===== src/rtl/uart_prog_loader_if.sv =====
//------------------------------------------------------------------------------
// uart_prog_loader_if : serial-in / ICCM-write-out bundle of the UART loader.
// Rev 1.0
//------------------------------------------------------------------------------
`default_nettype none

interface uart_prog_loader_if #(
  parameter int ADDR_W = 14
);
  logic              en_i;
  logic              rx_i;
  logic              ready_o;
  logic              mem_we_o;
  logic [ADDR_W-1:0] mem_addr_o;
  logic [31:0]       mem_wdata_o;
  logic [ADDR_W:0]   word_count_o;
  logic              done_o;
  logic              frame_err_o;

  modport slave (
    input  en_i, rx_i,
    output ready_o, mem_we_o, mem_addr_o, mem_wdata_o,
    output word_count_o, done_o, frame_err_o
  );

  modport master (
    output en_i, rx_i,
    input  ready_o, mem_we_o, mem_addr_o, mem_wdata_o,
    input  word_count_o, done_o, frame_err_o
  );
endinterface

`default_nettype wire


===== src/rtl/uart_prog_loader.sv =====
//------------------------------------------------------------------------------
// uart_prog_loader : 8N1 UART receiver packing 4 bytes LE into ICCM words.
// Rev 1.0
//------------------------------------------------------------------------------
`default_nettype none

module uart_prog_loader #(
  parameter int CLKS_PER_BIT = 87,
  parameter int NUM_WORDS    = 65,
  parameter int ADDR_W       = 14
) (
  input  wire logic          clk_i,
  input  wire logic          rst_ni,
  uart_prog_loader_if.slave  bus
);

  localparam int CNT_W = $clog2(CLKS_PER_BIT);
  localparam logic [CNT_W-1:0]  c_HALF_M1    = CNT_W'(CLKS_PER_BIT / 2 - 1);
  localparam logic [CNT_W-1:0]  c_FULL_M1    = CNT_W'(CLKS_PER_BIT - 1);
  localparam logic [ADDR_W:0]   c_NUM_WORDS  = (ADDR_W + 1)'(NUM_WORDS);
  localparam logic [ADDR_W:0]   c_ONE        = (ADDR_W + 1)'(1);

  typedef enum logic [1:0] {
    S_IDLE  = 2'd0,
    S_START = 2'd1,
    S_DATA  = 2'd2,
    S_STOP  = 2'd3
  } state_t;

  state_t              r_state;
  logic                r_rx_meta;
  logic                r_rx_s;
  logic [CNT_W-1:0]    r_clk_cnt;
  logic [2:0]          r_bit_idx;
  logic [7:0]          r_shift;
  logic [23:0]         r_acc;
  logic [1:0]          r_byte_idx;
  logic [ADDR_W:0]     r_word_count;
  logic                r_mem_we;
  logic [ADDR_W-1:0]   r_mem_addr;
  logic [31:0]         r_mem_wdata;
  logic                r_done;
  logic                r_ferr;
  logic                r_ready;

  logic                w_abort;
  logic [ADDR_W:0]     w_count_next;

  assign w_abort      = ~bus.en_i | r_done;
  assign w_count_next = r_word_count + c_ONE;

  always_ff @(posedge clk_i or negedge rst_ni) begin
    if (!rst_ni) begin
      r_rx_meta    <= 1'b1;
      r_rx_s       <= 1'b1;
      r_state      <= S_IDLE;
      r_clk_cnt    <= '0;
      r_bit_idx    <= '0;
      r_shift      <= '0;
      r_acc        <= '0;
      r_byte_idx   <= '0;
      r_word_count <= '0;
      r_mem_we     <= 1'b0;
      r_mem_addr   <= '0;
      r_mem_wdata  <= '0;
      r_done       <= 1'b0;
      r_ferr       <= 1'b0;
      r_ready      <= 1'b0;
    end else begin
      r_rx_meta <= bus.rx_i;
      r_rx_s    <= r_rx_meta;
      r_ready   <= bus.en_i & ~r_done;
      r_mem_we  <= 1'b0;

      // Count advances on the cycle that ends the write strobe.
      if (r_mem_we) begin
        r_word_count <= w_count_next;
        if (w_count_next == c_NUM_WORDS) begin
          r_done <= 1'b1;
        end
      end

      case (r_state)
        S_IDLE: begin
          r_clk_cnt <= '0;
          if (bus.en_i && !r_done && !r_rx_s) begin
            r_state <= S_START;
          end
        end

        S_START: begin
          if (w_abort) begin
            r_state <= S_IDLE;
          end else if (r_clk_cnt == c_HALF_M1) begin
            r_clk_cnt <= '0;
            r_bit_idx <= '0;
            r_state   <= r_rx_s ? S_IDLE : S_DATA;
          end else begin
            r_clk_cnt <= r_clk_cnt + CNT_W'(1);
          end
        end

        S_DATA: begin
          if (w_abort) begin
            r_state <= S_IDLE;
          end else if (r_clk_cnt == c_FULL_M1) begin
            r_clk_cnt <= '0;
            r_shift   <= {r_rx_s, r_shift[7:1]};
            r_bit_idx <= r_bit_idx + 3'd1;
            if (r_bit_idx == 3'd7) begin
              r_state <= S_STOP;
            end
          end else begin
            r_clk_cnt <= r_clk_cnt + CNT_W'(1);
          end
        end

        S_STOP: begin
          if (w_abort) begin
            r_state <= S_IDLE;
          end else if (r_clk_cnt == c_FULL_M1) begin
            r_clk_cnt <= '0;
            r_state   <= S_IDLE;
            if (r_rx_s) begin
              r_byte_idx <= r_byte_idx + 2'd1;
              case (r_byte_idx)
                2'd0: r_acc[7:0]   <= r_shift;
                2'd1: r_acc[15:8]  <= r_shift;
                2'd2: r_acc[23:16] <= r_shift;
                default: begin
                  r_mem_we    <= 1'b1;
                  r_mem_wdata <= {r_shift, r_acc};
                  r_mem_addr  <= r_word_count[ADDR_W-1:0];
                end
              endcase
            end else begin
              r_ferr <= 1'b1;
            end
          end else begin
            r_clk_cnt <= r_clk_cnt + CNT_W'(1);
          end
        end

        default: r_state <= S_IDLE;
      endcase
    end
  end

  assign bus.ready_o      = r_ready;
  assign bus.mem_we_o     = r_mem_we;
  assign bus.mem_addr_o   = r_mem_addr;
  assign bus.mem_wdata_o  = r_mem_wdata;
  assign bus.word_count_o = r_word_count;
  assign bus.done_o       = r_done;
  assign bus.frame_err_o  = r_ferr;

endmodule

`default_nettype wire


===== src/flat_wrapper.sv =====
// flat-port wrapper written by rule: the top's interface ports become plain ports
module uart_prog_loader_flat 
#(
  parameter int CLKS_PER_BIT = 87,
  parameter int NUM_WORDS    = 65,
  parameter int ADDR_W       = 14
)
  (clk_i, rst_ni, bus_en_i, bus_rx_i, bus_ready_o, bus_mem_we_o, bus_mem_addr_o, bus_mem_wdata_o, bus_word_count_o, bus_done_o, bus_frame_err_o);
  uart_prog_loader_if #(.ADDR_W(ADDR_W)) bus_i ();
  input  wire logic clk_i;
  input  wire logic rst_ni;
  input wire logic [$bits(bus_i.en_i)-1:0] bus_en_i;
  input wire logic [$bits(bus_i.rx_i)-1:0] bus_rx_i;
  output wire logic [$bits(bus_i.ready_o)-1:0] bus_ready_o;
  output wire logic [$bits(bus_i.mem_we_o)-1:0] bus_mem_we_o;
  output wire logic [$bits(bus_i.mem_addr_o)-1:0] bus_mem_addr_o;
  output wire logic [$bits(bus_i.mem_wdata_o)-1:0] bus_mem_wdata_o;
  output wire logic [$bits(bus_i.word_count_o)-1:0] bus_word_count_o;
  output wire logic [$bits(bus_i.done_o)-1:0] bus_done_o;
  output wire logic [$bits(bus_i.frame_err_o)-1:0] bus_frame_err_o;
  assign bus_i.en_i = bus_en_i;
  assign bus_i.rx_i = bus_rx_i;
  assign bus_ready_o = bus_i.ready_o;
  assign bus_mem_we_o = bus_i.mem_we_o;
  assign bus_mem_addr_o = bus_i.mem_addr_o;
  assign bus_mem_wdata_o = bus_i.mem_wdata_o;
  assign bus_word_count_o = bus_i.word_count_o;
  assign bus_done_o = bus_i.done_o;
  assign bus_frame_err_o = bus_i.frame_err_o;
  uart_prog_loader #(.CLKS_PER_BIT(CLKS_PER_BIT), .NUM_WORDS(NUM_WORDS), .ADDR_W(ADDR_W)) u_core (.clk_i(clk_i), .rst_ni(rst_ni), .bus(bus_i));
endmodule

===== config.mk =====
export PLATFORM = sky130hd
export DESIGN_NAME = uart_prog_loader_flat
export DESIGN_NICKNAME = d
export VERILOG_FILES = /design/src/rtl/uart_prog_loader_if.sv /design/src/rtl/uart_prog_loader.sv /design/src/flat_wrapper.sv
export SDC_FILE = /design/constraint.sdc
export NUM_CORES = 1
export LEC_CHECK = 0
export BUFFER_PORTS_ARGS = -buffer_cell sky130_fd_sc_hd__buf_2
export CAP_MARGIN = 20
export CORE_MARGIN = 2
export CORE_UTILIZATION = 50
export CTS_CLUSTER_SIZE = 28
export DETAILED_ROUTE_END_ITERATION = 10
export GPL_TIMING_DRIVEN = 0
export PLACE_DENSITY_LB_ADDON = 0.2
export SETUP_SLACK_MARGIN = 0.05
export SYNTH_ARGS = -nofsm -noshare
export SYNTH_HDL_FRONTEND = slang
export SYNTH_SLANG_ARGS = --single-unit

===== constraint.sdc =====
create_clock -name clk_i -period 2.2 [get_ports clk_i]
set_input_delay 0.33 -clock clk_i [delete_from_list [all_inputs] [get_ports clk_i]]
set_output_delay 0.33 -clock clk_i [all_outputs]
set_load 0.05 [all_outputs]

==> run_results.csv, run 1 <==
group,metric,value,unit
status,run_status,"finished clean",
clock_tree,cts_max_level,4,
layout,antenna_cells,0,
timing,fmax,0.484,GHz
timing,setup-violations-final,0,
routing,via_per_inst,5.37,
floorplan,die_w,105,um
timing,drv_slew,0,
timing,setup_ws,133,ps
timing,rsz0062_at_grt,"no",
grt,antenna_found_initial,0,
clock_tree,path_clk_slew,50,ps
grt,grt_pass1_vias,3329,
grt,grt_remaining_overflow,0,
layout,ff_latch_area,0.00283,mm^2
clock_tree,cts_tree,"built",
floorplan,coreArea,0.00977,mm^2
clock_tree,clock_sinks,113,
routing,drt_iter0_drc,118,
clock_tree,cts-root-buf,"clkbuf_8",
yosys,synthCells,381,
worst_setup_path,crit_top_cell,"buf_6",
yosys,synth_ff_type,"dfrtp_1",
routing,drt_wl_total,9.80,mm
timing,tightest_slew,643,ps
floorplan,die_h,105,um
placement,postPlaceCellArea,0.00559,mm^2
routing,via_count,3324,
worst_setup_path,slowest_delay,380,ps
min_path,hold_class,"input pin to flop",
floorplan,fp-row-count,36,
yosys,synth_edf_count,0,
layout,areaGrowthSynthToFinish,23.2,%
layout,fillers,789,
grt,grt_pass1_wl,16.5,mm
worst_setup_path,crit_family,"simple AND/OR/NAND/NOR gates",
grt,grt_max_degree,67,
layout,multi_input_area,0.00208,mm^2
timing,hold_viol,0,
yosys,yosysWarnings,0,
power,leakage,3.32,nW
layout,drive_gt1_share,40.1,%
worst_setup_path,worst_setup_path_end_kind,"flop",
floorplan,die-area,0.0109,mm^2
floorplan,io_pins,69,
clock_tree,insertion_delay,510,ps
worst_setup_path,critPathKind,"flop to flop",
yosys,synthArstFlopShare,100,%
timing,maxSlewHeadroom,57.2,%
timing,period_minus_slack,2070,ps
power,vdd_ir_drop_max,0.000438,V
yosys,syn-num-nets,400,
yosys,postSynthAreaPerCell,13.3,um^2
worst_setup_path,arrival,2450,ps
placement,place.port_buffers,68,
job,max-cap-violations,0,
power,p_total,5.26,mW
placement,preCtsSetupSlack,-96.7,ps
routing,drc,0,
worst_setup_path,crit_path_start_kind,"flop",
placement,dp_hpwl,6.54,mm
placement,gp_congestion,0.892,
timing,skew,13.4,ps
worst_setup_path,critPathBufInv,4,
layout,final_core_util,63.7,%
grt,globalRouteTotalUtil,19.1,%
worst_setup_path,path_max_fanout,10,
routing,wl_per_cell,15.8,um
routing,antenna_left,0,
worst_setup_path,cp_cell_sequence,"inv_1, ha_2, nand4b_4, nor3_4, and3_1, buf_4, nand2_1, buf_6, buf_6, mux2_4",
worst_setup_path,required,2580,ps
timing,fin_crit_sh,94.0,%
power,powerDensity,846,mW/mm^2
yosys,synth_cell_types,41,
yosys,ys_seq_area_share,56.0,%
yosys,netlist_area,0.00505,mm^2
clock_tree,cts_buffer_depth,2,
layout,final_nets,496,
routing,drt_pass1_iterations,5,
layout,fin_area,0.00622,mm^2
yosys,yosys_register_bits,113,
worst_setup_path,cp_slowest_cell,"dfrtp_1",
clock_tree,cts_buffers,17,
floorplan,start_util,51.7,%
==> state kept, by name (all words and copies together) (netlist names) <==
name,flops
u_core.bus.mem_we_o,1
u_core.r_byte_idx,2
u_core.bus.frame_err_o,1
u_core.r_shift,8
u_core.bus.mem_wdata_o,32
u_core.r_bit_idx,3
u_core.r_rx_s,1
u_core.bus.done_o,1
u_core.r_clk_cnt,7
u_core.bus.mem_addr_o,14
u_core.r_state,2
u_core.r_rx_meta,1
u_core.r_acc,24
u_core.bus.word_count_o,15
u_core.bus.ready_o,1
==> cell usage in the layout (no fill, tap or decap), types with 2 or more instances in the layout <==
cell,count
buf_6,3
nor2_1,12
nor4_1,4
clkinv_2,3
o31ai_1,4
bufinv_16,2
nand4_1,7
xnor2_1,15
dfstp_2,2
dfrtp_1,110
o22ai_1,5
nand2b_1,3
nand3_1,15
ha_1,14
clkbuf_16,16
nor3_1,3
o21ai_0,11
o32ai_1,2
a22o_1,5
a21oi_1,6
and3_1,6
nand2_1,20
buf_2,68
mux2_2,48
a31oi_1,2
mux2_4,29
o21ai_1,2
clkbuf_8,4
buf_4,9
xor2_1,4
clkbuf_1,8
a211oi_1,3
inv_1,19
nand2b_2,2
dlygate4sd3_1,2
==> cell usage after synthesis, drive strengths merged (4+ instances only) <==
library cell	count	area [um^2]
nand4	7	43.8
o21ai	13	65.1
inv	19	71.3
ha	15	188
nor2	12	45.0
nand2	20	75.1
mux2	77	976
dfrtp	111	2780
nor4	4	25.0
o22ai	5	31.3
nand3	15	75.1
xor2	4	35.0
and3	6	37.5
buf	6	57.6
o31ai	4	30.0
a22o	5	43.8
clkbuf	7	26.3
a21oi	7	35.0
xnor2	15	131
nand2b	5	33.8
nor3	4	31.3
==> where the power goes <==
group	switching, mW	total [mW]	internal [mW]
combinational	0.380	0.594	0.214
sequential	0.0311	2.15	2.12
clock	0.851	2.52	1.67
total	1.26	5.26	4.00
==> final cells by class <==
| class | instances | area share [%] |
|---|---|---|
| inverter | 19 | 1.15 |
| timing repair buffer | 78 | 7.12 |
| clock buffer | 22 | 7.44 |
| multi-input combinational | 236 | 33.4 |
| tap | 133 | 2.67 |
| clock inverter | 6 | 1.35 |
| buffer | 12 | 1.43 |
| sequential | 113 | 45.5 |
==> timing repair <==
item / CTS / global route
pin swaps: 1 / 2
endpoints found under the setup margin: 69 / 50
setup buffers: 3 / 4
endpoints found under the hold margin: 46 / 0
hold buffers: 2 / 0
resized for setup: 3 / 3
==> cells by family after synthesis <==
family	synth area share [%]
DFF	56.0
muxes	19.5
and+or+nand+nor	8.20
AOI/OAI and AO/OA	6.19
buffers and inverters	3.07
xor gates and xnor gates	3.29
adders and majority gates	3.71
==> through the flow <==
stage / cells / hold slack, ps / TNS [ps]
after floorplan: 381 / 34.4 / 0
after global placement: 582 / 347 / -59100
after detailed placement: 583 / 351 / -2640
after CTS: 616 / 227 / 0
after global routing: 619 / 249 / 0
final: 619 / 232 / 0
==> per-layer routing <==
metal | GRT usage [%] | part of all wire, % | vias up
li1 | - | - | 1557
met5 | 0 | 0 | -
met1 | 25.4 | 45 | 1667
met3 | 5.26 | 4.5 | 11
met4 | 8.20 | 1.2 | 0
met2 | 29.6 | 49 | 89
==> path summary, 6_finish.rpt <==
kind | startpoint | endpoint | slack (ps) | depth (start not counted)
worst max-delay path | u_core.r_clk_cnt[0]$_DFFE_PN0P_ | u_core.bus.mem_addr_o[9]$_DFFE_PN0P_ | 130 | 10
worst min-delay path | bus_en_i | u_core.bus.ready_o$_DFF_PN0_ | 230 | 3
worst max register to register | u_core.r_clk_cnt[0]$_DFFE_PN0P_ | u_core.bus.mem_addr_o[9]$_DFFE_PN0P_ | 130 | 10
worst min register to register | u_core.r_rx_meta$_DFF_PN1_ | u_core.r_rx_s$_DFF_PN1_ | 360 | 0
max in group asynchronous | rst_ni | u_core.bus.mem_addr_o[6]$_DFFE_PN0P_ | 1080 | 3
min in group asynchronous | rst_ni | u_core.r_acc[19]$_DFFE_PN0P_ | 390 | 2
==> worst register-to-register path: stages (launching register included) <==
cell,delay (ps)
dfrtp_1,380
inv_1,60
ha_2,210
nand4b_4,140
nor3_4,160
and3_1,170
buf_4,140
nand2_1,80
buf_6,140
buf_6,160
mux2_4,310
No activity file was read; power rests on OpenSTA's default activity.
==> inputs of run 2 (changes only) <==
--- a/config.mk
+++ b/config.mk
@@ -8,7 +8,7 @@
 export BUFFER_PORTS_ARGS = -buffer_cell sky130_fd_sc_hd__buf_2
 export CAP_MARGIN = 20
 export CORE_MARGIN = 2
-export CORE_UTILIZATION = 50
+export CORE_UTILIZATION = 52
 export CTS_CLUSTER_SIZE = 28
 export DETAILED_ROUTE_END_ITERATION = 10
 export GPL_TIMING_DRIVEN = 0
==> run 2 against run 1 <==
Combinational power shrank 3.7%. Sequential power is essentially flat. Die area shrank 3.7%. Sequential cell count is the same. Power shrank 1.3%. Largest cell class unchanged.
==> run_results.csv, run 2 (synthesis results as in run 1) <==
group,metric,value,unit
routing,wl_met2,4.58,mm
min_path,whs_path_depth,3,
timing,tightest_slew,716,ps
clock_tree,cts_buffer_depth,2,
grt,grt_pass1_vias,3215,
floorplan,die_h,103,um
power,p_switching,1.35,mW
grt,grt_pass1_wl,16.1,mm
floorplan,start_util,54.2,%
clock_tree,cts-root-buf,"clkbuf_8",
grt,grt_max_degree,59,
min_path,hold_start,"bus_en_i",
timing,maxSlewHeadroom,52.3,%
clock_tree,cts_tree,"built",
worst_setup_path,critPathKind,"flop to flop",
power,powerDensity,839,mW/mm^2
power,leakage,3.29,nW
worst_setup_path,rr_startpoint,"u_core.r_clk_cnt[0]$_DFFE_PN0P_",
timing,fmax,0.489,GHz
grt,antenna_found_initial,0,
clock_tree,path_clk_slew,60,ps
worst_setup_path,required,2580,ps
placement,gp_congestion,0.836,
timing,hold_viol,0,
routing,drc,0,
layout,final_nets,494,
power,intPower,3.85,mW
layout,fin_area,0.00620,mm^2
worst_setup_path,path_max_fanout,10,
power,clkPwrFrac,47.5,%
layout,drive_gt1_share,41.0,%
layout,areaGrowthSynthToFinish,22.7,%
floorplan,die_w,103,um
layout,fillers,698,
placement,preCtsSetupSlack,-83.1,ps
timing,setup_ws,154,ps
worst_setup_path,reg2reg_slack,150,ps
routing,antenna_left,0,
routing,drt_iter0_drc,93,
clock_tree,cts_max_level,4,
placement,postPlaceCellArea,0.00559,mm^2
layout,layout_commonest_cell,"dfrtp_1",
timing,fin_setup_tns,0,ps
routing,wl_met1,4.58,mm
routing,wl_per_cell,15.6,um
floorplan,fp-row-count,35,
floorplan,io_pins,69,
routing,via_count,3294,
timing,period_minus_slack,2050,ps
grt,grt_remaining_overflow,0,
timing,drv_slew,0,
layout,antenna_cells,0,
layout,final_cell_mix,"109 x dfrtp_1, 68 x buf_2, 48 x mux2_2, 29 x mux2_4, 20 x nand2_1",
power,seqPwrFrac,41.5,%
routing,top_layer,"met4",
min_path,whs_endpoint,"u_core.bus.ready_o$_DFF_PN0_",
worst_setup_path,timing.rr.end,"u_core.bus.mem_addr_o[2]$_DFFE_PN0P_",
routing,via_per_inst,5.34,
clock_tree,cts_buffers,17,
placement,place.port_buffers,68,
routing,wl_met3,352,um
worst_setup_path,worstRegToRegCells,10,
timing,skew,6.68,ps
grt,globalRouteTotalUtil,19.9,%
timing,fin_crit_sh,93.0,%
timing,setup-violations-final,0,
worst_setup_path,arrival,2430,ps
timing,rsz0062_at_grt,"no",
power,vdd_ir_drop_max,0.000434,V
clock_tree,clock_sinks,113,
floorplan,coreArea,0.00933,mm^2
power,p_total,5.20,mW
job,max-cap-violations,0,
min_path,hold_class,"input pin to flop",
floorplan,die-area,0.0105,mm^2
placement,dp_hpwl,6.43,mm
power,p_comb_share,11.0,%
worst_setup_path,worst_setup_path_end_kind,"flop",
status,run_status,"finished clean",
clock_tree,insertion_delay,510,ps
routing,drt_pass1_iterations,5,
layout,final_core_util,66.4,%
routing,drt_wl_total,9.63,mm
layout,largest_reg_flops,32,
power,p_sw_share,26.0,%
worst_setup_path,crit_path_start_kind,"flop",
-- run 2: cell types whose count changed in the layout (fill, tap and decap cells not counted), sizes merged --
| cell | change |
|---|---|
| buf | -2 |
| inv | +2 |
| clkinvlp | +6 |
| bufinv | -1 |
| clkbuf | -3 |
-- run 2: how the worst max path moves through the flow --
| stage | from | to | slack, ps | cells after the start |
|---|---|---|---|---|
| after global routing | u_core.r_clk_cnt[0]$_DFFE_PN0P_ | u_core.bus.mem_addr_o[10]$_DFFE_PN0P_ | 50 | 10 |
| after floorplan | u_core.bus.word_count_o[5]$_DFFE_PN0P_ | u_core.bus.done_o$_DFFE_PN0P_ | 70 | 6 |
| final | u_core.r_clk_cnt[0]$_DFFE_PN0P_ | u_core.bus.mem_addr_o[2]$_DFFE_PN0P_ | 150 | 10 |
| after global placement | rst_ni | u_core.bus.done_o$_DFFE_PN0P_ | -690 | 1 |
| after CTS | u_core.r_clk_cnt[1]$_DFFE_PN0P_ | u_core.bus.mem_addr_o[10]$_DFFE_PN0P_ | 60 | 9 |
| after detailed placement | u_core.r_clk_cnt[0]$_DFFE_PN0P_ | u_core.bus.mem_addr_o[10]$_DFFE_PN0P_ | -80 | 10 |
-- run 2: final cells by class --
cell class	count	area (um^2)	area share [%]
inverters	19	71.3	1.15
flip-flops and latches	113	2830	45.7
multi-input cells	236	2070	33.5
clock inverters	13	113	1.82
plain buffers	12	85.1	1.37
clock buffers	19	432	6.97
well taps	129	161	2.60
repair buffers	76	428	6.90
-- run 2: power by group through the flow --
stage	combinational (mW)	sequential [mW]	clock (mW)
after detailed placement	0.533	2.20	0
final	0.572	2.16	2.47
after floorplan	0.381	2.19	0
after CTS	0.561	2.15	2.51
after global placement	0.513	2.19	0
after global routing	0.634	2.16	2.62
-- run 2: worst max-delay path, stage by stage (launching register included) --
cell	delay, ps
dfrtp_1	380
inv_1	60
ha_2	200
nand4b_4	140
nor3_4	150
and3_1	170
buf_4	140
nand2_1	80
buf_6	140
buf_6	160
mux2_4	300
-- run 2: per-layer routing --
| metal | vias to the layer above | global-route usage, % |
|---|---|---|
| li1 | 1553 | - |
| met1 | 1656 | 28.0 |
| met2 | 73 | 30.1 |
| met3 | 12 | 5.02 |
| met4 | 0 | 7.38 |
| met5 | - | 0 |
-- run 2: timing repair --
item                                    in CTS  in global routing
endpoints found under the hold margin       56                  0
hold buffers                                 2                  0
pin swaps                                    1                  2
endpoints found under the setup margin      69                 70
resized for setup                            2                  6
setup buffers                                2                  3
-- run 2: per-stage QoR --
step,hold WS (ps),cells
6_report,266,617
5_1_grt,264,617
4_1_cts,251,615
3_5_place_dp,348,579
3_3_place_gp,346,578
2_1_floorplan,34.4,381
==> inputs of run 3 (changes only) <==
==> constraint.sdc (replaced) <==
create_clock -name clk_i -period 1.7 [get_ports clk_i]
set_input_delay 0.255 -clock clk_i [delete_from_list [all_inputs] [get_ports clk_i]]
set_output_delay 0.255 -clock clk_i [all_outputs]
set_load 0.05 [all_outputs]
==> run 3 against run 2 <==
The run now ends with negative setup slack left. Register-to-register slack worse by 400 ps. Sequential power is 29% higher. Clock power is 46% higher. Power is 41% higher. Hold slack worse by 96 ps. Routed wire length is 20% higher. Utilization is 7.0 points higher. Sequential share of layout area is 4.1 points lower. Global-route usage is 3.0 points higher. Sequential cell count stayed put. Maximum frequency is 5.1% higher. Largest cell class unchanged.
==> run_results.csv, run 3 (synthesis results as in run 1) <==
group,metric,value,unit
status,run_status,"finished with violations",
status,violations,"negative setup slack",
clock_tree,clock_sinks,113,
layout,layout.cells.non_filler,644,
worst_setup_path,crit_family,"simple AND/OR/NAND/NOR gates",
job,max-cap-violations,0,
worst_setup_path,worst_setup_path_end_kind,"flop",
worst_setup_path,rr_startpoint,"u_core.r_clk_cnt[0]$_DFFE_PN0P_",
layout,drive_gt1_share,52.4,%
layout,largest_reg_flops,32,
clock_tree,cts_max_level,4,
worst_setup_path,critPathBufInv,4,
routing,via_per_inst,5.51,
timing,setup_ws,-248,ps
worst_setup_path,required,2090,ps
timing,fmax,0.513,GHz
worst_setup_path,cp_slowest_cell,"dfrtp_1",
floorplan,fp-row-count,35,
power,vdd_ir_drop_max,0.000579,V
grt,globalRouteTotalUtil,22.9,%
worst_setup_path,slowest_delay,390,ps
worst_setup_path,reg2reg_slack,-250,ps
routing,drt_pass1_iterations,4,
worst_setup_path,arrival,2340,ps
timing,setup-violations-final,82,
floorplan,start_util,54.2,%
clock_tree,insertion_delay,510,ps
worst_setup_path,critPathKind,"flop to flop",
timing,rsz0062_at_grt,"yes",
worst_setup_path,critPathLaunch,"u_core.r_clk_cnt[0]$_DFFE_PN0P_",
layout,antenna_cells,0,
floorplan,die_h,103,um
floorplan,die-area,0.0105,mm^2
timing,period_minus_slack,1950,ps
grt,antenna_found_initial,0,
floorplan,coreArea,0.00933,mm^2
timing,maxSlewHeadroom,50.7,%
layout,final_nets,521,
floorplan,die_w,103,um
clock_tree,path_clk_slew,50,ps
timing,drv_slew,0,
worst_setup_path,worstRegToRegCells,10,
timing,tightest_slew,740,ps
placement,place.port_buffers,68,
clock_tree,cts-root-buf,"clkbuf_8",
layout,areaGrowthSynthToFinish,35.6,%
worst_setup_path,cp_cell_sequence,"inv_2, ha_4, nand4b_4, nor3_4, and3_1, buf_6, nand2_4, buf_12, buf_12, mux2_4",
grt,grt_max_degree,58,
timing,skew,10.4,ps
placement,post-place-cells,579,
grt,grt_remaining_overflow,0,
routing,drt_iter0_drc,155,
worst_setup_path,crit_top_cell,"buf_12",
power,leakage,3.58,nW
min_path,hold_class,"input pin to flop",
timing,hold_viol,0,
worst_setup_path,crit_path_start_kind,"flop",
clock_tree,cts_tree,"built",
placement,gp_congestion,0.863,
layout,layout_commonest_cell,"dfrtp_1",
worst_setup_path,timing.rr.end,"u_core.bus.mem_addr_o[12]$_DFFE_PN0P_",
power,powerDensity,1070,mW/mm^2
placement,preCtsSetupSlack,-628,ps
clock_tree,cts_buffers,17,
routing,wl_per_cell,18.0,um
layout,final_cell_mix,"98 x dfrtp_1, 70 x buf_2, 48 x mux2_2, 29 x mux2_4, 23 x buf_4",
grt,grt_pass1_wl,18.1,mm
clock_tree,cts_buffer_depth,2,
worst_setup_path,path_max_fanout,8,
layout,final_core_util,73.5,%
placement,dp_hpwl,6.61,mm
worst_setup_path,crit_path_end,"u_core.bus.mem_addr_o[12]$_DFFE_PN0P_",
routing,via_count,3549,
worst_setup_path,cp_num_cells,10,
grt,grt_pass1_vias,3546,
routing,drt_wl_total,11.6,mm
routing,drc,0,
routing,antenna_left,0,
floorplan,io_pins,69,
timing,fin_crit_sh,115,%
run 3: area by class of cell:
type	instances	area [um^2]
fillers	598	2480
repair buffers	103	721
multi-input cells	236	2280
flip-flops and latches	113	2850
plain buffers	12	154
clock inverters	12	156
well taps	129	161
clock buffers	20	455
inverters	19	71.3
run 3: worst min path at each step:
stage	start	endpoint	slack, ps	cells after the start
floorplan	rst_ni	u_core.bus.done_o$_DFFE_PN0P_	-40	0
global placement	u_core.r_rx_meta$_DFF_PN1_	u_core.r_rx_s$_DFF_PN1_	350	0
detailed placement	u_core.r_rx_meta$_DFF_PN1_	u_core.r_rx_s$_DFF_PN1_	350	0
CTS	bus_en_i	u_core.bus.ready_o$_DFF_PN0_	170	3
global route	bus_en_i	u_core.bus.ready_o$_DFF_PN0_	170	3
finish	bus_en_i	u_core.bus.ready_o$_DFF_PN0_	170	3
run 3: report_power, final:
group,internal (mW),switching (mW)
Sequential,2.74,0.0449
Combinational,0.376,0.570
Clock,2.35,1.25
Total,5.47,1.86
run 3: through the flow:
step | hold WS [ps] | setup TNS (ps) | total power, mW | cell area, um^2
floorplan | -40.6 | -23610 | 3.35 | 5150
finish | 170 | -16200 | 7.33 | 6850
global placement | 348 | -144200 | 3.52 | 5650
CTS | 166 | -19290 | 7.29 | 6670
global route | 174 | -22230 | 7.64 | 6850
detailed placement | 349 | -42950 | 3.55 | 5680
run 3: worst register-to-register path, stage by stage (launching register included):
cell and delay [ps]:
dfrtp_1 390, inv_2 70, ha_4 140, nand4b_4 120
nor3_4 150, and3_1 190, buf_6 110, nand2_4 50
buf_12 160, buf_12 140, mux2_4 300
run 3: what timing repair did:
action                                  CTS  global route
gates cloned                              3             0
endpoints found under the hold margin    57             0
hold buffers                              2             0
buffers inserted                         16            15
pin swaps                                 6             7
endpoints found under the setup margin   94            94
resized for setup                        36            21
run 3: per-layer routing:
layer  GRT usage, %  share of wire (%)  up-vias
met5              0                  0        -
met4           8.72                2.5        0
met3           7.25                4.3       23
met2           36.3                 50      111
met1           29.6                 43     1796
li1               -                  -     1619
